[config.mk]
export PLATFORM = sky130hd
export DESIGN_NAME = multi_delay
export DESIGN_NICKNAME = d
export VERILOG_FILES = /design/src/rtl/multi_delay_pkg.sv /design/src/rtl/multi_delay_pulse_timer.sv /design/src/rtl/multi_delay.sv
export SDC_FILE = /design/constraint.sdc
export NUM_CORES = 1
export LEC_CHECK = 0
export BUFFER_PORTS_ARGS = -buffer_cell sky130_fd_sc_hd__buf_2
export CORE_UTILIZATION = 45
export DETAILED_ROUTE_END_ITERATION = 16
export GPL_ROUTABILITY_DRIVEN = 0
export GPL_TIMING_DRIVEN = 0
export SYNTH_ARGS = -nofsm -noshare
export SYNTH_HDL_FRONTEND = slang
export SYNTH_SLANG_ARGS = --single-unit
[constraint.sdc]
create_clock -name clk -period 8.41 [get_ports clk]
set_clock_uncertainty 0.1 [all_clocks]
set_input_delay 0 -clock clk [delete_from_list [all_inputs] [get_ports clk]]
set_output_delay 0 -clock clk [all_outputs]
set_load 0.02 [all_outputs]
[src/rtl/multi_delay_pkg.sv]
// Shared definitions for the multi-channel pulse timer: channel state
// encoding and the one-second tick constant used by the surrounding design.
package multi_delay_pkg;

    typedef enum logic {
        IDLE   = 1'b0,
        ACTIVE = 1'b1
    } state_t;

    // One second of 50 MHz clock cycles; a convenient period value for the
    // level above, never consumed by the timer logic itself.
    localparam logic [27:0] T_1S = 28'h2FA_F080;

endpackage

[src/rtl/multi_delay_pulse_timer.sv]
// Single timer channel: rising-edge detect on din, two-state FSM and a
// down-counter that holds dout high for exactly 'period' cycles after an
// accepted edge. done flags the last high cycle of a pulse that ran out
// naturally (not reloaded, not cleared).
module pulse_timer
    import multi_delay_pkg::*;
#(
    parameter int N = 28
) (
    input  logic         clk,
    input  logic         rst,
    input  logic         din,
    input  logic [N-1:0] period,
    input  logic         retrig,
    input  logic         clr,
    output logic         dout,
    output logic         done
);

    state_t       r_state;
    logic [N-1:0] r_cnt;
    logic         r_prev;

    state_t       w_state_next;
    logic [N-1:0] w_cnt_next;
    logic         w_edge;
    logic         w_period_ok;
    logic         w_done;

    assign w_edge      = din & ~r_prev;
    assign w_period_ok = (period != '0);

    // State, counter and din history; prev resets high so a level already
    // present at reset release is not mistaken for an edge.
    always_ff @(posedge clk or posedge rst) begin
        if (rst) begin
            r_state <= IDLE;
            r_cnt   <= '0;
            r_prev  <= 1'b1;
        end else begin
            r_state <= w_state_next;
            r_cnt   <= w_cnt_next;
            r_prev  <= din;
        end
    end

    // Next-state, counter update and end-of-pulse strobe. The counter only
    // decrements in ACTIVE while above 1, so it can never underflow.
    always_comb begin
        w_state_next = r_state;
        w_cnt_next   = r_cnt;
        w_done       = 1'b0;
        if (clr) begin
            w_state_next = IDLE;
            w_cnt_next   = '0;
        end else begin
            case (r_state)
                IDLE: begin
                    if (w_edge && w_period_ok) begin
                        w_state_next = ACTIVE;
                        w_cnt_next   = period;
                    end
                end
                ACTIVE: begin
                    if (w_edge && retrig && w_period_ok) begin
                        w_cnt_next = period;
                    end else if (r_cnt == N'(1)) begin
                        w_state_next = IDLE;
                        w_cnt_next   = '0;
                        w_done       = 1'b1;
                    end else begin
                        w_cnt_next = r_cnt - N'(1);
                    end
                end
                default: begin
                    w_state_next = IDLE;
                    w_cnt_next   = '0;
                end
            endcase
        end
    end

    assign dout = (r_state == ACTIVE);
    assign done = w_done;

endmodule

[src/rtl/multi_delay.sv]
// CH independent pulse timers sharing one period input; busy is high while
// any channel is producing a pulse.
module multi_delay
    import multi_delay_pkg::*;
#(
    parameter int          CH        = 4,
    parameter int          N         = 28,
    parameter logic [27:0] T_1S_PARM = T_1S
) (
    input  logic          clk,
    input  logic          rst,
    input  logic [CH-1:0] din,
    input  logic [N-1:0]  period,
    input  logic [CH-1:0] retrig,
    input  logic [CH-1:0] clr,
    output logic [CH-1:0] dout,
    output logic [CH-1:0] done,
    output logic          busy
);

    logic [CH-1:0] w_dout;

    // The one-second constant is exported for the level above only; this
    // empty block just keeps it referenced.
    if (T_1S_PARM == 28'd0) begin : g_t1s_zero
    end

    for (genvar gi = 0; gi < CH; gi++) begin : g_ch
        pulse_timer #(
            .N(N)
        ) u_timer (
            .clk    (clk),
            .rst    (rst),
            .din    (din[gi]),
            .period (period),
            .retrig (retrig[gi]),
            .clr    (clr[gi]),
            .dout   (w_dout[gi]),
            .done   (done[gi])
        );
    end

    assign dout = w_dout;
    assign busy = |w_dout;

endmodule

# After elaboration in Yosys (flattened, before gate mapping)
# Index checks and enable logic that the tools add are counted.
# Widths: inputs -> output; s select.
# totals
ram_bits	0
out_inout_bits	9
regBits	120
n_memories	0
latch_bits	0
mem_bits_ro	0
# op_classes
magnitude_cmp	0
n_reduce_logical	14
bitwise	12
n_mux	56
n_eq_ne	8
shifts	0
div	0
n_mul	0
n_addsub	4
# op_table
cell	n
$mux 28	16
$pmux 28 s2	4
$eq 28x1->1 const B	4
$sub 28x1->28 const B	4
$mux 1	32
$reduce_bool 28->1	1
$logic_and 1x1->1	12
$ne 3x2->1 const B	4
$not 1->1	8
$pmux 1 s2	4
$and 1x1->1	4
$reduce_or 4->1	1

# Longest topological paths before layout
# Gate-level depths: netlist (run 1).
# depth
word_depth	7
depth_mapped	9
depth_no_buf	8

# Modules after synthesis
# A second synthesis (run 1) with hierarchy kept.
# unflattened
hier_cells	1113
area_unflattened_um2	9276.4
# by_module_without_submodules
mod	instances	area_per_inst_um2	seq_area_each_um2	cells_each
pulse_timer	4	2317.2	752.0	278
multi_delay	1	7.5	0.0	1

# Worst setup path after synthesis (run 1)
# No wires, ideal clock.
# synth_timing
kind	reg2reg
startpoint	register g_ch[3].u_timer.r_cnt[8]
endpoint	register g_ch[3].u_timer.r_cnt[20]
t_arrival_ps	2258
path_stages_with_launch	9
setup_time_ps	126
required_time_ps	8184
n_path_buf	2
slack_ps	5926
path_cell_list	dfrtp_1 > or3_1 > buf_2 > or4_4 > or3_1 > buf_6 > nor2_4 > o21ai_1 > a221o_1
# synth_between
elab_chain_cells	5
elab_cells_between_ends	6
classes_between	add/sub (1); eq/ne (1); mux (4)
# synth_lines
item	line_no	text
from (decl)	multi_delay_pulse_timer.sv:21	logic [N-1:0] r_cnt;
from (signal assigned)	multi_delay_pulse_timer.sv:42	r_cnt <= w_cnt_next;
$sub 28x1->28 or $eq 28x1->1 (tied branches)	multi_delay_pulse_timer.sv:72, multi_delay_pulse_timer.sv:67	
$mux 28 *	multi_delay_pulse_timer.sv:67	end else if (r_cnt == N'(1)) begin
$mux 28 *	multi_delay_pulse_timer.sv:65	if (w_edge && retrig && w_period_ok) begin
$pmux 28 s2 *	multi_delay_pulse_timer.sv:57	case (r_state)
$mux 28 *	multi_delay_pulse_timer.sv:53	if (clr) begin
# Mark *: on every way between the ends. The rest lies on a longest branch, timed or not.
# A chain may end at the register's enable or synchronous reset.

# Final worst setup path (run 1)
# layout_timing
startpoint	input port period[12]
endpoint	output port done[3]
# layout_between
elab_chain_cells	5
# layout_lines
item	line_no	text
from (decl)	multi_delay.sv:13	input logic [N-1:0] period,
$reduce_bool 28->1	multi_delay_pulse_timer.sv:31	assign w_period_ok = (period != '0);
$logic_and 1x1->1	multi_delay_pulse_timer.sv:65	
$mux 1	multi_delay_pulse_timer.sv:65	
$mux 1	multi_delay_pulse_timer.sv:57	
$mux 1	multi_delay_pulse_timer.sv:53	
to (decl)	multi_delay.sv:17	output logic [CH-1:0] done,
# No other way between the ends.

==> results of run 1 <==
-- worst min-delay path by stage --
stage                                       endpoint       from
6_report        g_ch[0].u_timer.r_cnt[9]$_DFFE_PP0P_  retrig[0]
5_1_grt         g_ch[0].u_timer.r_cnt[9]$_DFFE_PP0P_  retrig[0]
4_1_cts         g_ch[0].u_timer.r_cnt[9]$_DFFE_PP0P_  retrig[0]
3_5_place_dp   g_ch[3].u_timer.r_cnt[25]$_DFFE_PP0P_        rst
3_3_place_gp        g_ch[1].u_timer.r_prev$_DFF_PP1_     din[1]
2_1_floorplan       g_ch[0].u_timer.r_prev$_DFF_PP1_     din[0]
-- worst register-to-register path, cell delays in order (launching register included) --
cell and delay (ps):
dfrtp_1 420, or3_1 370, buf_2 170, or4_4 460, or4_4 580, and3_1 200, o21ai_1 110, a21oi_1 70
dlygate4sd3_1 550
-- layout by cell type (no fill, tap or decap), drive strengths merged, types with 5 or more instances in the layout --
cell type	count
dfrtp	116
o21ai	94
buf	85
nor3	78
nor2	74
mux2i	57
o2bb2ai	55
clkbuf	51
nand2	48
a21oi	47
nor4	47
inv	44
dlygate4sd3	41
o22ai	24
nand3	17
or4	15
or3	12
a32oi	11
nor3b	11
nand4	10
or2	9
a22oi	8
ha	8
nor2b	6
a21o	6
and3	6
o211ai	6
a221o	6
clkinv	6
nand2b	5
a21boi	5
-- power by group through the flow --
stage	clock network, uW	registers (uW)	logic, uW
3_5_place_dp	0	698	534
3_3_place_gp	0	699	527
6_report	750	691	562
4_1_cts	757	689	551
5_1_grt	786	699	618
2_1_floorplan	0	684	390
-- area by class of cell --
class / count / share of cell area
multi-input combinational: 715 / 0.474
sequential: 120 / 0.312
timing repair buffer: 91 / 0.0708
clock buffer: 20 / 0.0452
buffer: 66 / 0.0356
tap: 225 / 0.0292
inverter: 45 / 0.0180
clock inverter: 12 / 0.0158
-- stage by stage --
step           total power (uW)  cell area, um2  cells  utilization
3_5_place_dp               1230            8660   1221        0.497
6_report                   2000            9660   1294        0.554
5_1_grt                    2100            9660   1294        0.554
3_3_place_gp               1230            8620   1220        0.495
4_1_cts                    2000            9660   1294        0.554
2_1_floorplan              1070            8100    946            -
-- flip-flops by register name, indices dropped and copies added, names as in the netlist --
| register | cells |
|---|---|
| g_ch.u_timer.r_cnt | 112 |
| g_ch.u_timer.dout | 4 |
| g_ch.u_timer.r_prev | 4 |
-- routing by layer --
metal | wire length [um] | up-vias | track usage
met5 | 0 | - | 0
met4 | 782 | 0 | 0.117
met3 | 2170 | 52 | 0.0630
met2 | 12500 | 358 | 0.475
met1 | 12800 | 3999 | 0.446
li1 | - | 3813 | -
-- logic make-up (layout without fill, tap and decap cells) --
logic type	after synthesis	after routing
AOI/OAI and AO/OA	288	288
DFF	120	120
buffers and inverters	111	234
muxes	58	58
xor gates and xnor gates	5	5
adders and majority gates	8	8
and+or+nand+nor	356	356
==> impl_metrics.toml, run 1 <==
[timing]
final-setup-viol-count = 0
finalCriticalPeriod_ps = 3250
worst_pin_slew_ps = 1260
rsz0062_at_grt = "no"
setup_tns_ps = 0
fmax_ghz = 0.308
min_period_over_period = 0.386
finalMaxSlewViolations = 0
relSlewSlack = 0.157
finalWorstSetupSlack_ps = 5160
hold_slack_ps = 33.4
finalHoldViolCount = 0

[synth]
synthTopCellsByArea = "dfrtp_1, mux2i_1, o2bb2ai_1, o21ai_0, nor3_1"
synthAdderAreaFrac = 0.0124
synth_ff_type = "dfrtp_1"
synth_top_family_by_area = "simple AND/OR/NAND/NOR gates"
syn_area_per_cell_um2 = 8.56
ys_ff_latch = 120
synth_area_leader_cell = "dfrtp_1"
synth-seq-area-share = 0.372
synth_cell_types = 67
yosysWarningCount = 0
synth_fp_nets = 996
netlist_instances = 946
synth.top_cell.area_share = 0.359
synth_compound_area_frac = 0.237
synth_most_common_cell = "dfrtp_1"
synth.area.mux_share = 0.0719
synthXorXnorAreaFrac = 0.00541
synthesis.area_mm2 = 0.00810
synthSimpleGateAreaFrac = 0.239
synthTopCellsByCount = "dfrtp_1, o21ai_0, nor3_1"
synth-edff-count = 0
async_flop_share = 1.00

[die]
die_area_mm2 = 0.0185
rows = 48
initial_core_util = 0.465
die_y_um = 136
die_w_um = 136
ioPinCount = 51
core_area_mm2 = 0.0174

[clocking]
root_buffer = "clkbuf_16"
htree_levels = 4
ctsResizeCount = 0
numCtsBuffers = 17
cts_sinks = 120
postCtsSetupBuffers = 0
clock_path_buffers = 2
clk_latency_ps = 430
clk_pin_slew_ps = 50
cts_tree = "yes"
hold_buffers = 41

[grt]
grt_pass1_wl_mm = 43.1
overflow = 0
grt_usage = 0.316
grt_pass1_vias = 7448
grt_antenna_before_repair = 0
grt_max_degree = 94

[route]
drc_errors = 0
drtAntennaViolNets = 0
vias = 8222
detail_route.wl_per_cell_um = 21.8
wl_mm = 28.2
dr.first_iter.drc_count = 988
drtPass1Iterations = 6
via_per_inst = 6.35

[power_and_ir_drop]
internal_power_uw = 1300
p_leak_uw = 0.00435
cellPowerDensity_mw_per_mm2 = 207
p_sw_uw = 702
seq_power_share = 0.345
combPwrFrac = 0.280
pwr-share-clk = 0.374
switching_share = 0.351
ir_worst_vdd_v = 0.000146

[layout]
multiInputGateArea_mm2 = 0.00458
nets = 1106
syn2layout_area_growth_pct = 19.3
fillers = 1656
regArea_mm2 = 0.00301
antennaDiodeCount = 0
layout-drive-gt1-share = 0.128

[placed_design]
io_buffer_count = 49
place_hpwl_mm = 18.4
place_ws_ps = 5390

[setup_path]
endpoint = "done[3]"
cp_max_fo = 10
reg2reg_to = "g_ch[3].u_timer.r_cnt[0]$_DFFE_PP0P_"
critPathBufInv = 6
cp.required_ps = 8310
crit_type = "in2out"
crit_family = "buffers and inverters"
crit_arrival_ps = 3150
ff2ff_setup_slack_ps = 5260
setup.worst_path.start = "period[12]"
cpPeakStageDelay_ps = 530
r2r-start = "g_ch[3].u_timer.r_cnt[8]$_DFFE_PP0P_"
crit_slowest_cell = "dlygate4sd3_1"
crit_chain = "dlygate4sd3_1 -> buf_2 -> nor4_1 -> and3_1 -> buf_2 -> a211o_1 -> nand2_1 -> buf_2 -> nor3_1 -> buf_4 -> buf_2"
critPathLaunchType = "input port"
ff2ff_path_depth = 8
critPathCaptureType = "primary output"
cpMostUsedCell = "buf_2"
crit_cells = 11

[hold_path]
worstHoldPathType = "in2reg"
hold_depth = 5

[run_status]
status = "completed"

[flow_run]
maxCapViolCount = 0
Note: power is estimated with default switching activity, not from simulation.
==> inputs of run 2 (changes only) <==
==> constraint.sdc (replaced) <==
create_clock -name clk -period 3.1 [get_ports clk]
set_clock_uncertainty 0.1 [all_clocks]
set_input_delay 0 -clock clk [delete_from_list [all_inputs] [get_ports clk]]
set_output_delay 0 -clock clk [all_outputs]
set_load 0.02 [all_outputs]
==> run 2 against run 1 <==
- cell area increased by 1.7%
- register-to-register slack got worse by 5200 ps
- non-clock buffer count increased by 2
- hold slack improved by 3.2 ps
- flip-flop and latch count unchanged
- first-iteration DRC count decreased by 3.6%
- global-route usage about the same
- setup slack got worse by 5100 ps
- combinational power increased to 2.7 times the previous value
- die area unchanged
- cell count increased by 0.15%
- critical path type is now reg2reg
==> impl_metrics.toml, run 2 (same netlist as run 1, synthesis figures left out) <==
[run_status]
status = "completed"

[clocking]
root_buffer = "clkbuf_16"
cts_tree = "yes"
htree_levels = 4
numCtsBuffers = 17
clk_pin_slew_ps = 60
cts_sinks = 120
clock_path_buffers = 2
clk_latency_ps = 430

[setup_path]
ff2ff_setup_slack_ps = 80
ff2ff_path_depth = 7
cp.required_ps = 3300
r2r-start = "g_ch[0].u_timer.r_cnt[14]$_DFFE_PP0P_"
crit_arrival_ps = 3220
critPathCaptureType = "flip-flop"
cp_max_fo = 8
critPathLaunchType = "flip-flop"
crit_type = "reg2reg"
reg2reg_to = "g_ch[0].u_timer.r_cnt[0]$_DFFE_PP0P_"

[layout]
fillers = 1625
postLayoutCellArea_mm2 = 0.00982
largest_reg_flops = 112
nets = 1108
layout-drive-gt1-share = 0.144
layout_commonest_cell = "dfrtp_1"
syn2layout_area_growth_pct = 21.3
antennaDiodeCount = 0
regMostFlops = "g_ch.u_timer.r_cnt"
final_cell_mix = "dfrtp_1, o21ai_0, nor3_1"

[flow_run]
maxCapViolCount = 0

[grt]
overflow = 0
grt_pass1_wl_mm = 43.6
grt_usage = 0.315
grt_pass1_vias = 7840
grt_max_degree = 37
grt_antenna_before_repair = 1

[timing]
finalHoldViolCount = 0
fmax_ghz = 0.331
worst_pin_slew_ps = 1000
setup_tns_ps = 0
final-setup-viol-count = 0
finalMaxSlewViolations = 0
finalCriticalPeriod_ps = 3020
relSlewSlack = 0.327
min_period_over_period = 0.975
hold_slack_ps = 36.6

[hold_path]
worstHoldPathType = "in2reg"
hold_path_end = "g_ch[0].u_timer.r_cnt[9]$_DFFE_PP0P_"
worstHoldStart = "retrig[0]"
hold_depth = 5

[die]
core_area_mm2 = 0.0174
rows = 48
initial_core_util = 0.465
ioPinCount = 51
die_w_um = 136
die_y_um = 136
die_area_mm2 = 0.0185

[placed_design]
io_buffer_count = 49
place_hpwl_mm = 18.8
dpl_cell_area_mm2 = 0.00869

[power_and_ir_drop]
ir_worst_vdd_v = 0.000356
cellPowerDensity_mw_per_mm2 = 578
p_leak_uw = 0.00443

[route]
drtPass1Iterations = 5
wl_mm = 28.0
via_per_inst = 6.34
drc_errors = 0
vias = 8220
drtAntennaViolNets = 0
detail_route.wl_per_cell_um = 21.6
dr.first_iter.drc_count = 952
[run 2: changes by cell type in the layout (fill, tap and decap cells not counted), moves of 3 or more]
cell,previous run,this run
nor4_1,43,39
clkinvlp_4,4,1
nor4_2,4,7
clkbuf_2,0,3
clkbuf_8,0,4
clkbuf_1,34,31
buf_12,0,3
[run 2: layout make-up]
cell class / count / area, um2 / share of cell area
clock inverters: 8 / 165 / 0.0168
well taps: 225 / 282 / 0.0287
multi-input cells: 715 / 4640 / 0.472
flip-flops and latches: 120 / 3010 / 0.306
inverters: 45 / 173 / 0.0176
clock buffers: 24 / 492 / 0.0501
plain buffers: 66 / 348 / 0.0354
repair buffers: 93 / 716 / 0.0728
[run 2: power by group]
part | internal [uW] | switching (uW)
Combinational | 568 | 977
Sequential | 1710 | 164
Clock | 1510 | 749
Total | 3790 | 1890
[run 2: layer usage]
layer / share of wire / up-vias / wire length [um] / global-route usage
li1: - / 3814 / - / -
met4: 0.028 / 0 / 781 / 0.133
met5: 0 / - / 0 / 0
met1: 0.46 / 4033 / 12800 / 0.439
met3: 0.074 / 52 / 2060 / 0.0656
met2: 0.44 / 321 / 12400 / 0.472
[run 2: worst max path at each step]
stage                                                from                                     to  slack (ps)  cells after the start
global route         g_ch[3].u_timer.r_cnt[8]$_DFFE_PP0P_                                done[3]         -20                      7
floorplan            g_ch[3].u_timer.r_cnt[8]$_DFFE_PP0P_  g_ch[3].u_timer.r_cnt[20]$_DFFE_PP0P_         620                      8
CTS                 g_ch[2].u_timer.r_cnt[22]$_DFFE_PP0P_  g_ch[2].u_timer.r_cnt[11]$_DFFE_PP0P_           9                      6
finish              g_ch[0].u_timer.r_cnt[14]$_DFFE_PP0P_   g_ch[0].u_timer.r_cnt[0]$_DFFE_PP0P_          80                      7
detailed placement  g_ch[2].u_timer.r_cnt[20]$_DFFE_PP0P_  g_ch[2].u_timer.r_cnt[13]$_DFFE_PP0P_          30                      6
global placement    g_ch[2].u_timer.r_cnt[20]$_DFFE_PP0P_  g_ch[2].u_timer.r_cnt[11]$_DFFE_PP0P_          50                      6
[run 2: critical path, cell delays in order (launching register included)]
cell and delay (ps):
dfrtp_1 350, buf_2 160, or4_1 580, or2_4 280
or4_1 580, nand2_1 100, a311oi_1 120, dlygate4sd3_1 630
[run 2: timing repair]
action,in CTS,in global routing
endpoints found under the hold margin,159,0
buffers inserted,0,0
setup endpoints to repair,0,31
hold buffers,41,0
resized for setup,0,20
[run 2: per-stage QoR]
step           total power, uW  setup WS, ps   util  cells
4_1_cts                   5650          9.19  0.560   1296
2_1_floorplan             2910           616      -    946
5_1_grt                   5950         -16.7  0.564   1296
3_3_place_gp              3320          47.0  0.495   1220
6_report                  5680          78.8  0.564   1296
3_5_place_dp              3350          28.9  0.499   1223
==> inputs of run 3 (changes only) <==
--- a/config.mk
+++ b/config.mk
@@ -10,6 +10,7 @@
 export DETAILED_ROUTE_END_ITERATION = 16
 export GPL_ROUTABILITY_DRIVEN = 0
 export GPL_TIMING_DRIVEN = 0
+export PLACE_DENSITY = 0.74
 export SYNTH_ARGS = -nofsm -noshare
 export SYNTH_HDL_FRONTEND = slang
 export SYNTH_SLANG_ARGS = --single-unit
==> run 3 against run 2 <==
- sequential power is essentially flat
- non-clock buffer count rose by 1
- routed wire length fell by 1.7%
- setup slack improved by 4.3 ps
- register-to-register slack improved by 40 ps
- sequential share of layout area rose by 0.093 points
- via count is 0.99% higher
- combinational power about the same
- die area is the same
- total power down 1.2%
- clock power decreased by 3%
==> impl_metrics.toml, run 3 (same netlist as run 1, synthesis figures left out) <==
[die]
rows = 48
die_y_um = 136
core_area_mm2 = 0.0174
die_w_um = 136
initial_core_util = 0.465
ioPinCount = 51
die_area_mm2 = 0.0185

[timing]
min_period_over_period = 0.973
final-setup-viol-count = 0
relSlewSlack = 0.233
worst_pin_slew_ps = 1140
rsz0062_at_grt = "no"
finalHoldViolCount = 0
finalMaxSlewViolations = 0
setup_tns_ps = 0
fmax_ghz = 0.331
finalCriticalPeriod_ps = 3020
hold_slack_ps = 30.0

[layout]
nets = 1109
largest_reg_flops = 112
layout-drive-gt1-share = 0.140
final_util = 0.562
antennaDiodeCount = 0
syn2layout_area_growth_pct = 20.9
layout_commonest_cell = "dfrtp_1"
regMostFlops = "g_ch.u_timer.r_cnt"
final_cell_mix = "dfrtp_1, o21ai_0, nor3_1"
stdcell_count = 1297
fillers = 1612

[grt]
overflow = 0
grt_pass1_wl_mm = 42.4
grt_max_degree = 39
grt_pass1_vias = 7693
grt_antenna_before_repair = 2
grt_usage = 0.305

[clocking]
clk_pin_slew_ps = 60
cts_tree = "yes"
clk_latency_ps = 440
clock_path_buffers = 2
cts_sinks = 120
htree_levels = 4
postCtsSetupBuffers = 0
numCtsBuffers = 17
root_buffer = "clkbuf_16"

[route]
detail_route.wl_per_cell_um = 21.3
drtAntennaViolNets = 0
via_per_inst = 6.40
drtPass1Iterations = 6
wl_mm = 27.6
vias = 8301
dr.first_iter.drc_count = 984
drc_errors = 0

[placed_design]
dpl.cell_count = 1223
io_buffer_count = 49
place_hpwl_mm = 17.9

[setup_path]
crit_type = "reg2out"
crit_slowest_cell = "or4_4"
critPathCaptureType = "primary output"
ff2ff_path_depth = 6
cp_max_fo = 8
critPathLaunchType = "flip-flop"
crit_family = "simple AND/OR/NAND/NOR gates"
crit_chain = "or3_1 -> buf_2 -> or4_4 -> or4_4 -> nor3_2 -> buf_4 -> buf_2"
cpPeakStageDelay_ps = 580
crit_arrival_ps = 2920
cp.required_ps = 3000
crit_cells = 7
critPathBufInv = 3

[hold_path]
worstHoldPathType = "in2reg"
hold_depth = 5

[power_and_ir_drop]
p_leak_uw = 0.00442
power_uw = 5610
cellPowerDensity_mw_per_mm2 = 573
ir_worst_vdd_v = 0.000435

[run_status]
status = "completed"

[flow_run]
maxCapViolCount = 0
## run 3: cell count changes in the layout (fill, tap and decap cells not counted)
cell	previous run	this run
nor3b_2	2	3
or2_4	1	0
nor4_2	7	5
dlygate4sd3_1	41	42
nor3b_1	9	8
clkbuf_8	4	2
or2_1	2	3
nor4_4	1	0
dfrtp_2	1	0
clkinv_2	3	5
dfrtp_1	115	116
nor4_1	39	42
## run 3: timing repair
item	in CTS	in global routing
endpoints found under the setup margin	0	27
hold endpoints to repair	187	0
hold buffers	42	0
gates resized for setup	0	15
## run 3: tightest hold or removal path, cell delays in order
cell and delay, ps:
buf_2 70, inv_1 60, nand2_1 130, a32oi_1 110, o22ai_1 140
## run 3: cell type report
class	instances	area [um2]	share of cell area
inverter	45	173	0.0176
tap	225	282	0.0288
multi-input combinational	715	4620	0.471
clock buffer	22	464	0.0474
buffer	66	348	0.0355
clock inverter	10	175	0.0179
sequential	120	3010	0.307
timing repair buffer	94	726	0.0741
## run 3: path summary, 6_finish.rpt
path | startpoint | to | slack [ps]
max | g_ch[3].u_timer.r_cnt[8]$_DFFE_PP0P_ | done[3] | 80
min in group asynchronous | rst | g_ch[3].u_timer.r_cnt[24]$_DFFE_PP0P_ | 70
min reg2reg | g_ch[3].u_timer.r_cnt[25]$_DFFE_PP0P_ | g_ch[3].u_timer.r_cnt[25]$_DFFE_PP0P_ | 390
min | retrig[0] | g_ch[0].u_timer.r_cnt[12]$_DFFE_PP0P_ | 30
max in group asynchronous | rst | g_ch[2].u_timer.r_cnt[26]$_DFFE_PP0P_ | 2040
max reg2reg | g_ch[3].u_timer.r_cnt[19]$_DFFE_PP0P_ | g_ch[3].u_timer.r_cnt[12]$_DFFE_PP0P_ | 120
## run 3: metal layers
| metal | track usage | share of wire | vias up |
|---|---|---|---|
| met3 | 0.0798 | 0.099 | 94 |
| met5 | 0 | 0.0015 | - |
| met1 | 0.410 | 0.41 | 3949 |
| met4 | 0.173 | 0.053 | 4 |
| li1 | - | - | 3814 |
| met2 | 0.441 | 0.43 | 440 |
## run 3: stage by stage
stage | cell area [um2] | worst slack [ps]
2_1_floorplan | 8100 | 616
3_3_place_gp | 8630 | 181
3_5_place_dp | 8690 | 147
4_1_cts | 9750 | 14.4
5_1_grt | 9790 | 12.4
6_report | 9790 | 83.1
## run 3: report_power, final
group          total (uW)  switching [uW]  internal (uW)
clock network        2200             739           1460
logic                1530             974            561
registers            1880             164           1710
